[config.mk]
export PLATFORM = sky130hd
export DESIGN_NAME = seq_shift_right
export DESIGN_NICKNAME = d
export VERILOG_FILES = /design/src/rtl/shift_pkg.sv /design/src/rtl/shift_right_step.sv /design/src/rtl/seq_shift_right.sv
export SDC_FILE = /design/constraint.sdc
export NUM_CORES = 1
export LEC_CHECK = 0
export BUFFER_PORTS_ARGS = -buffer_cell sky130_fd_sc_hd__buf_2
export CAP_MARGIN = 20
export CORE_ASPECT_RATIO = 1.75
export CORE_UTILIZATION = 30
export CTS_CLUSTER_DIAMETER = 80
export CTS_CLUSTER_SIZE = 25
export DETAILED_ROUTE_END_ITERATION = 16
export GPL_ROUTABILITY_DRIVEN = 0
export GPL_TIMING_DRIVEN = 1
export MAX_ROUTING_LAYER = met4
export PLACE_DENSITY = 0.49
export SYNTH_ARGS = -nofsm -noshare
export SYNTH_HDL_FRONTEND = slang
export SYNTH_HIERARCHICAL = 1
export SYNTH_SLANG_ARGS = --single-unit
[constraint.sdc]
create_clock -name clk -period 3.1 [get_ports clk]
set_input_delay 0.155 -clock clk [delete_from_list [all_inputs] [get_ports clk]]
set_output_delay 0.155 -clock clk [all_outputs]
set_load 0.01 [all_outputs]
[src/rtl/shift_pkg.sv]
// Shared definitions for the multi-cycle right shifter: FSM states,
// per-cycle step limit and the MIPS funct codes it serves.
package shift_pkg;

  typedef enum logic [1:0] {
    IDLE  = 2'd0,
    SHIFT = 2'd1,
    DONE  = 2'd2
  } state_e;

  localparam int STEP_MAX = 8;
  // Wide enough to carry any per-cycle shift amount 0..STEP_MAX.
  localparam int K_W = 4;

  localparam logic [5:0] FUNCT_SRL  = 6'h02;
  localparam logic [5:0] FUNCT_SRA  = 6'h03;
  localparam logic [5:0] FUNCT_SRLV = 6'h06;
  localparam logic [5:0] FUNCT_SRAV = 6'h07;

endpackage

[src/rtl/shift_right_step.sv]
// One combinational right-shift step of 0..STEP_MAX bits, vacated
// positions filled with fill_bit.
module shift_right_step
  import shift_pkg::*;
#(
  parameter int WIDTH = 32
) (
  input  logic [WIDTH-1:0] data_in,
  input  logic [K_W-1:0]   k,
  input  logic             fill_bit,
  output logic [WIDTH-1:0] data_out
);

  // Shifting a double-width word keeps the fill bits on the left edge.
  always_comb begin
    data_out = WIDTH'({{WIDTH{fill_bit}}, data_in} >> k);
  end

endmodule

[src/rtl/seq_shift_right.sv]
// Multi-cycle SRL/SRA/SRLV/SRAV unit: captures an operand, shifts it up to
// STEP bits per clock, then holds the result until the consumer takes it.
module seq_shift_right
  import shift_pkg::*;
#(
  parameter int WIDTH   = 32,
  parameter int SHAMT_W = 5,
  parameter int STEP    = 1
) (
  input  logic               clk,
  input  logic               rst_n,
  input  logic               in_valid,
  output logic               in_ready,
  input  logic [WIDTH-1:0]   in_data,
  input  logic [SHAMT_W-1:0] in_shamt,
  input  logic               in_arith,
  output logic               out_valid,
  input  logic               out_ready,
  output logic [WIDTH-1:0]   out_data,
  output logic               busy
);

  localparam logic [SHAMT_W-1:0] STEP_S = SHAMT_W'(STEP);

  state_e             state_q, state_d;
  logic [WIDTH-1:0]   data_q, data_d;
  logic [WIDTH-1:0]   out_data_q, out_data_d;
  logic [SHAMT_W-1:0] rem_q, rem_d;
  logic               arith_q, arith_d;
  logic [SHAMT_W-1:0] k;
  logic               last_step;
  logic               fill_bit;
  logic [WIDTH-1:0]   step_out;

  always_comb begin
    k         = (rem_q < STEP_S) ? rem_q : STEP_S;
    last_step = (rem_q <= STEP_S);
    fill_bit  = arith_q & data_q[WIDTH-1];
  end

  shift_right_step #(
    .WIDTH(WIDTH)
  ) u_step (
    .data_in (data_q),
    .k       (K_W'(k)),
    .fill_bit(fill_bit),
    .data_out(step_out)
  );

  always_ff @(posedge clk or negedge rst_n) begin
    if (!rst_n) begin
      state_q    <= IDLE;
      data_q     <= '0;
      out_data_q <= '0;
      rem_q      <= '0;
      arith_q    <= 1'b0;
    end else begin
      state_q    <= state_d;
      data_q     <= data_d;
      out_data_q <= out_data_d;
      rem_q      <= rem_d;
      arith_q    <= arith_d;
    end
  end

  always_comb begin
    state_d = state_q;
    case (state_q)
      IDLE:    if (in_valid) state_d = (in_shamt == '0) ? DONE : SHIFT;
      SHIFT:   if (last_step) state_d = DONE;
      DONE:    if (out_ready) state_d = IDLE;
      default: state_d = IDLE;
    endcase
  end

  // out_data has its own register so it only changes when a result lands.
  always_comb begin
    data_d     = data_q;
    out_data_d = out_data_q;
    rem_d      = rem_q;
    arith_d    = arith_q;
    case (state_q)
      IDLE: begin
        if (in_valid) begin
          data_d  = in_data;
          rem_d   = in_shamt;
          arith_d = in_arith;
          if (in_shamt == '0) out_data_d = in_data;
        end
      end
      SHIFT: begin
        data_d = step_out;
        rem_d  = rem_q - k;
        if (last_step) out_data_d = step_out;
      end
      default: ;
    endcase
  end

  always_comb begin
    in_ready  = (state_q == IDLE);
    out_valid = (state_q == DONE);
    busy      = (state_q != IDLE);
    out_data  = out_data_q;
  end

endmodule

==> run summary, run 1 <==
Status: completed
Tot Pwr: 0.00612 W
Tcrit/Tclk final: 75.6%
Worst Setup SP: rem_q[3]
Worst Path Required: 3.28 ns
Wirelength per Cell: 18.8 um
Mapped Avg Cell Area: 11.3 um^2
Static leakage: 2.66 nW
Most area-hungry cell type in the Yosys netlist: dfrtp_1
CTS buffer count: 9
Slew Limit Headroom: 46.2%
Row count: 61
Number of global-route vias before repair: 3737
Detail Placement HPWL: 9670 um
Initial Util: 30.9%
Max incr delay on CP: 0.44 ns
Slew Viols, Final: 0
H-tree level count: 3
Max rail drop VDD: 0.312 mV
Clk_lat worst skew: 0.33 ns
CP max stage cell: dfrtp_1
Tmin final: 2.34 ns
Final #Nets: 548
Most frequent cell after synthesis: mux2i_1
Clk pin slew, worst setup/hold paths: 0.06 ns
HP Start: in_shamt[2]
Sw frac: 39.2%
Flop pwr share: 31.4%
DR iter-0 viols: 205
Primary FF master, synth: dfrtp_1
Sequential area share after synthesis: 36.5%
FMAX: 427 MHz
Die area: 17000 um^2
Kind of critical path: register to register
RSZ-0062 raised after global routing: no
P_int: 0.00372 W
Clk_skew: 0.00824 ns
Core ar.: 16000 um^2
Layout area overhead: 16.7%
Startpoint types: register
CTS tree: built
I/O pins: 77
Buf/Inv on CP: 1
Clk pwr share: 17.8%
Mapped Area: 4940 um^2
YS warnings: 6
Area share of the largest cell type after synthesis: 36.5%
Fraction of layout cells with a size suffix above 1: 36.7%
Synth unique cells: 50
First-pass GRT wire length: 20600 um
PortBufs: 76
Reg2Reg Setup Slack: 0.76 ns
Die Ht: 172 um
Post-CTS Setup Bufs: 0
Max Root-Sink Buffers: 2
FF-to-FF Start: rem_q[3]
Total grt overflow: 0
Crit path max fanout: 13
Final setup TNS: 0 ns
Synth top area cells: dfrtp_1, mux2i_1, mux2_2
Most frequent cells after synthesis: mux2i_1, dfrtp_1, mux2_2
Crit path DAT: 2.53 ns
Die Wd: 99.0 um
DR vias: 3655
DP Cell Count: 681
FF+latch count, synth: 72
Least-Margin Pin Slew: 0.807 ns
# setup viols final: 0
Worst hold path type: input port to register
Number of standard cells after synthesis: 435
Final Hold Vio Count: 0
Cell Pwr Density: 1060 nW/um^2
Worst path top cell family by delay: simple AND/OR/NAND/NOR gates
Detail Route Antenna Nets: 0
Root buffer cell: clkbuf_16
Psw: 0.00240 W
Diodes inserted: 0
DRC viols: 0
Clk sinks: 72
Total track usage: 16.4%
# Max-Cap Violations: 0
First drt pass iteration count: 7
Asr flop ratio synth: 100%
Final WL: 13100 um
EDFF count, synth: 0
Crit-path cells: nor4_1 -> buf_4 -> nand2b_2 -> nor3b_1 -> a211o_1 -> mux2_2 -> mux2i_1 -> o21ai_0
Power share of the combinational group: 50.8%
Vias per inst: 5.24
Largest net degree at the start of global routing: 53
Non-Filler Instances: 698
Initial antenna violation count: 0
Setup crit end kind: register
[area by class of cell]
type | count | area (um^2)
repair buffers | 91 | 510
fillers | 1599 | 10200
well taps | 189 | 236
inverters | 23 | 86.3
clock inverters | 4 | 70.1
clock buffers | 11 | 233
multi-input cells | 308 | 2820
flip-flops and latches | 72 | 1800
[layout by cell type (no fill, tap or decap), types with 3 or more instances in the layout]
cell and count:
mux4_2 18, mux2i_1 75, inv_1 21, a211oi_1 6, o21ai_0 22, a221o_1 3, buf_2 76, a222oi_1 4
mux2_2 44, a21oi_1 8, nand2_1 32, and2_1 3, mux2_1 11, nor3_1 5, nor2b_1 8, dfrtp_1 72
conb_1 3, buf_4 12, nor2_1 13, mux2_4 12, o21ai_1 7, clkbuf_16 9
[layer usage]
layer  wire, um  vias to the layer above  track usage, %
li1           -                     1741               -
met1       5180                     1798            17.4
met2       7150                       92            29.7
met3        403                       24            2.32
met4        386                        0            7.98
met5          0                        -               -
[state kept, by name, indices dropped and copies added, names as in the netlist]
register,count
data_q,32
arith_q,1
state_q,2
out_data,32
rem_q,5
[kinds of logic after synthesis]
| family | Yosys count | synth area share, % |
|---|---|---|
| mux | 160 | 39.6 |
| simple gates | 75 | 7.55 |
| flops | 72 | 36.5 |
| compound gates | 69 | 9.30 |
| buf+inv | 57 | 6.69 |
| fa+ha+maj | 1 | 0.253 |
| other cells | 1 | 0.0760 |
[final timing paths]
kind                                 to  cells past startpoint
setup / recovery             data_q[26]                      8
max in group asynchronous  out_data[26]                      3
setup reg to reg             data_q[26]                      8
min in group asynchronous  out_data[16]                      2
hold reg to reg             out_data[0]                      1
hold / removal                 rem_q[2]                      2
[power by group through the flow]
| stage | Sequential (W) | Combinational (W) | Clock (W) |
|---|---|---|---|
| 6_report | 0.00192 | 0.00311 | 0.00109 |
| 4_1_cts | 0.00192 | 0.00313 | 0.00112 |
| 3_3_place_gp | 0.00192 | 0.00309 | 0 |
| 5_1_grt | 0.00199 | 0.00340 | 0.00115 |
| 2_1_floorplan | 0.00182 | 0.00233 | 0 |
| 3_5_place_dp | 0.00193 | 0.00311 | 0 |
[timing repair]
| action | 4_1_cts | 5_1_grt |
|---|---|---|
| hold endpoints to repair | 28 | 0 |
| gates resized for setup | 0 | 0 |
| hold buffers | 2 | 0 |
| endpoints found under the setup margin | 0 | 0 |
[metrics by stage]
stage	util, %	worst slack (ns)	hold WS, ns	instance area (um^2)
floorplan	-	0.618	-0.141	4940
global placement	34.1	0.812	0.244	5440
global route	36.1	0.564	0.0927	5760
detailed placement	34.1	0.774	0.259	5440
CTS	36.1	0.761	0.0675	5760
finish	36.1	0.757	0.0824	5760
No activity file was read; power rests on OpenSTA's default activity.
==> inputs of run 2 (changes only) <==
--- a/config.mk
+++ b/config.mk
@@ -5,6 +5,7 @@
 export SDC_FILE = /design/constraint.sdc
 export NUM_CORES = 1
 export LEC_CHECK = 0
+export ABC_AREA = 1
 export BUFFER_PORTS_ARGS = -buffer_cell sky130_fd_sc_hd__buf_2
 export CAP_MARGIN = 20
 export CORE_ASPECT_RATIO = 1.75
==> constraint.sdc (replaced) <==
create_clock -name clk -period 2.2 [get_ports clk]
set_input_delay 0.11 -clock clk [delete_from_list [all_inputs] [get_ports clk]]
set_output_delay 0.11 -clock clk [all_outputs]
set_load 0.01 [all_outputs]
==> run 2 against run 1 <==
Compared with the run above: sequential share of layout area fell by 1.0 points; utilization rose by 0.087 points; largest cell class unchanged; flip-flop and latch count did not move; maximum frequency rose by 18%.
==> run summary, run 2 <==
Synth unique cells: 24 (-52%)
Detail Placement HPWL: 12400 um (+28%)
Die Wd: 100 um (+1.2%)
EDFF count, synth: 0 (unchanged)
Mapped Area: 5060 um^2 (+2.4%)
Most frequent cell after synthesis: nand2_1
Tmin final: 1.99 ns (-0.356 ns)
Crit path max fanout: 19 (+6)
Status: completed
DR iter-0 viols: 309 (+51%)
FF+latch count, synth: 72 (unchanged)
Core ar.: 16400 um^2 (+3.1%)
Crit path DAT: 2.21 ns (-0.32 ns)
Clk_lat worst skew: 0.34 ns (about the same)
# setup viols final: 0 (unchanged)
Die Ht: 174 um (+1.2%)
Static leakage: 3.39 nW (+28%)
Cell Pwr Density: 1460 nW/um^2 (+38%)
YS warnings: 6 (unchanged)
CTS tree: built
Worst hold path type: input port to register
Worst Path Required: 2.42 ns (-0.86 ns)
Final WL: 17000 um (+30%)
Number of standard cells after synthesis: 801 (+84%)
CTS buffer count: 9 (unchanged)
Asr flop ratio synth: 100% (unchanged)
Row count: 62 (+1.6%)
Slew Limit Headroom: 65.4% (+19 points)
Layout area overhead: 17.7%
Most common cell after layout, fill and taps aside: nand2_1
Core Util, Final: 36.2% (+0.087 points)
H-tree level count: 3 (unchanged)
Area of the multi-input gates: 2870 um^2 (+1.8%)
PortBufs: 76 (unchanged)
Die area: 17400 um^2 (+2.4%)
Clk_skew: 0.00829 ns (+0.0000472 ns)
Slew Viols, Final: 0 (unchanged)
Setup crit end kind: register
Clk pin slew, worst setup/hold paths: 0.06 ns (about the same)
DR vias: 5384 (+47%)
Initial antenna violation count: 0 (unchanged)
Tcrit/Tclk final: 90.3% (+15 points)
Area share of the largest cell type after synthesis: 35.6% (-0.87 points)
Largest net degree at the start of global routing: 69 (+30%)
Sequential area share after synthesis: 35.6% (-0.87 points)
Least-Margin Pin Slew: 0.516 ns (-0.291 ns)
Clk sinks: 72 (unchanged)
Final setup TNS: 0 ns (unchanged)
FMAX: 503 MHz (+18%)
Total grt overflow: 0 (unchanged)
Detail Route Antenna Nets: 0 (unchanged)
Most frequent cells in the layout: nand2_1, nand3_1, buf_2
Total track usage: 21.0% (+4.6 points)
Final #Nets: 910 (+66%)
Initial Util: 30.7% (-0.20 points)
Number of global-route vias before repair: 5346 (+43%)
First-pass GRT wire length: 27400 um (+33%)
FF+latch area: 1800 um^2 (unchanged)
Final-layout fill cell count: 1947 (+22%)
RSZ-0062 raised after global routing: no
Diodes inserted: 0 (unchanged)
Root buffer cell: clkbuf_16
DRC viols: 0 (unchanged)
Primary FF master, synth: dfrtp_1
Synth top area cells: dfrtp_1, nand2_1, nand3_1
Max Root-Sink Buffers: 2 (unchanged)
I/O pins: 77 (unchanged)
Kind of critical path: register to register
Mapped Avg Cell Area: 6.31 um^2 (-44%)
Final Hold Vio Count: 0 (unchanged)
First drt pass iteration count: 7 (unchanged)
Wirelength per Cell: 15.5 um (-17%)
Post-CTS Setup Bufs: 0 (unchanged)
Most area-hungry cell type in the Yosys netlist: dfrtp_1
Vias per inst: 4.91 (-6.2%)
Max rail drop VDD: 0.830 mV (+170%)
Fraction of layout cells with a size suffix above 1: 16.5% (-20 points)
Startpoint types: register
# Max-Cap Violations: 0 (unchanged)
Most frequent cells after synthesis: nand2_1, nand3_1, dfrtp_1
## run 2: power breakdown
| part | switching (W) | total, W | internal, W | leakage, nW |
|---|---|---|---|---|
| registers | 0.000480 | 0.00242 | 0.00194 | 0.910 |
| clock network | 0.000597 | 0.00159 | 0.000994 | 0.150 |
| logic | 0.00317 | 0.00470 | 0.00153 | 2.33 |
| total | 0.00425 | 0.00871 | 0.00446 | 3.39 |
## run 2: path summary, 6_finish.rpt
check	cells after the start	endpoint	slack [ns]	startpoint
worst max-delay path	15	data_q[19]	0.21	rem_q[2]
worst min-delay path	4	state_q[1]	0.01	out_ready
worst max register to register	15	data_q[19]	0.21	rem_q[2]
worst min register to register	2	out_data[3]	0.46	out_data[3]
max in group asynchronous	3	out_data[29]	1.35	rst_n
min in group asynchronous	2	out_data[10]	0.26	rst_n
## run 2: final cells by class
cell class,instances,share of cell area (%)
Multi-Input combinational cell,666,48.2
Sequential cell,72,30.3
Timing Repair Buffer,98,9.88
Tap cell,224,4.71
Clock buffer,11,3.91
Inverter,19,1.47
Clock inverter,5,1.37
Timing Repair inverter,1,0.147
## run 2: through the flow
stage | cells | area (um^2) | total power (W) | hold slack [ns] | setup slack (ns)
after floorplan | 809 | 5090 | 0.00579 | -0.186 | 0.377
after global placement | 1076 | 5570 | 0.00702 | 0.0942 | 0.108
after detailed placement | 1076 | 5570 | 0.00704 | 0.0959 | 0.0661
after CTS | 1095 | 5910 | 0.00867 | 0.00613 | 0.0544
after global routing | 1096 | 5950 | 0.00954 | 0.0217 | 0.0390
final | 1096 | 5950 | 0.00871 | 0.0149 | 0.212
## run 2: kinds of logic (layout without fill, tap and decap cells)
| group | Yosys count | in the layout | share of synthesized area [%] |
|---|---|---|---|
| DFF | 72 | 72 | 35.6 |
| other | 1 | 9 | 0.0742 |
| AOI/OAI and AO/OA | 8 | 8 | 1.11 |
| buffers and inverters | 71 | 134 | 8.54 |
| and+or+nand+nor | 648 | 648 | 54.4 |
| adders and majority gates | 1 | 1 | 0.247 |
## run 2: worst max-delay path, cell delays in order (launching register included)
cell	delay (ns)
dfrtp_1	0.39
nor2_2	0.13
nand2_1	0.09
inv_2	0.09
nand2_4	0.13
buf_6	0.19
nand2_1	0.09
nand3_1	0.12
nand3_1	0.09
nand2_1	0.12
nand2_1	0.08
nand2_1	0.06
nand2_1	0.07
nand2_1	0.06
nand2_1	0.08
nand2_1	0.07
## run 2: per-layer routing
layer  wire, um  vias to the layer above  GRT usage [%]  part of all wire [%]
met2       9140                      106           36.9                    54
met4        664                        0           10.1                   3.9
li1           -                     2697              -                     -
met1       6760                     2551           22.9                    40
met5          0                        -              -                     0
met3        468                       30           2.94                   2.7
## run 2: timing repair
action / 4_1_cts / 5_1_grt
hold endpoints to repair: 33 / 0
endpoints found under the setup margin: 0 / 27
hold buffers: 3 / 0
gates resized for setup: 0 / 10
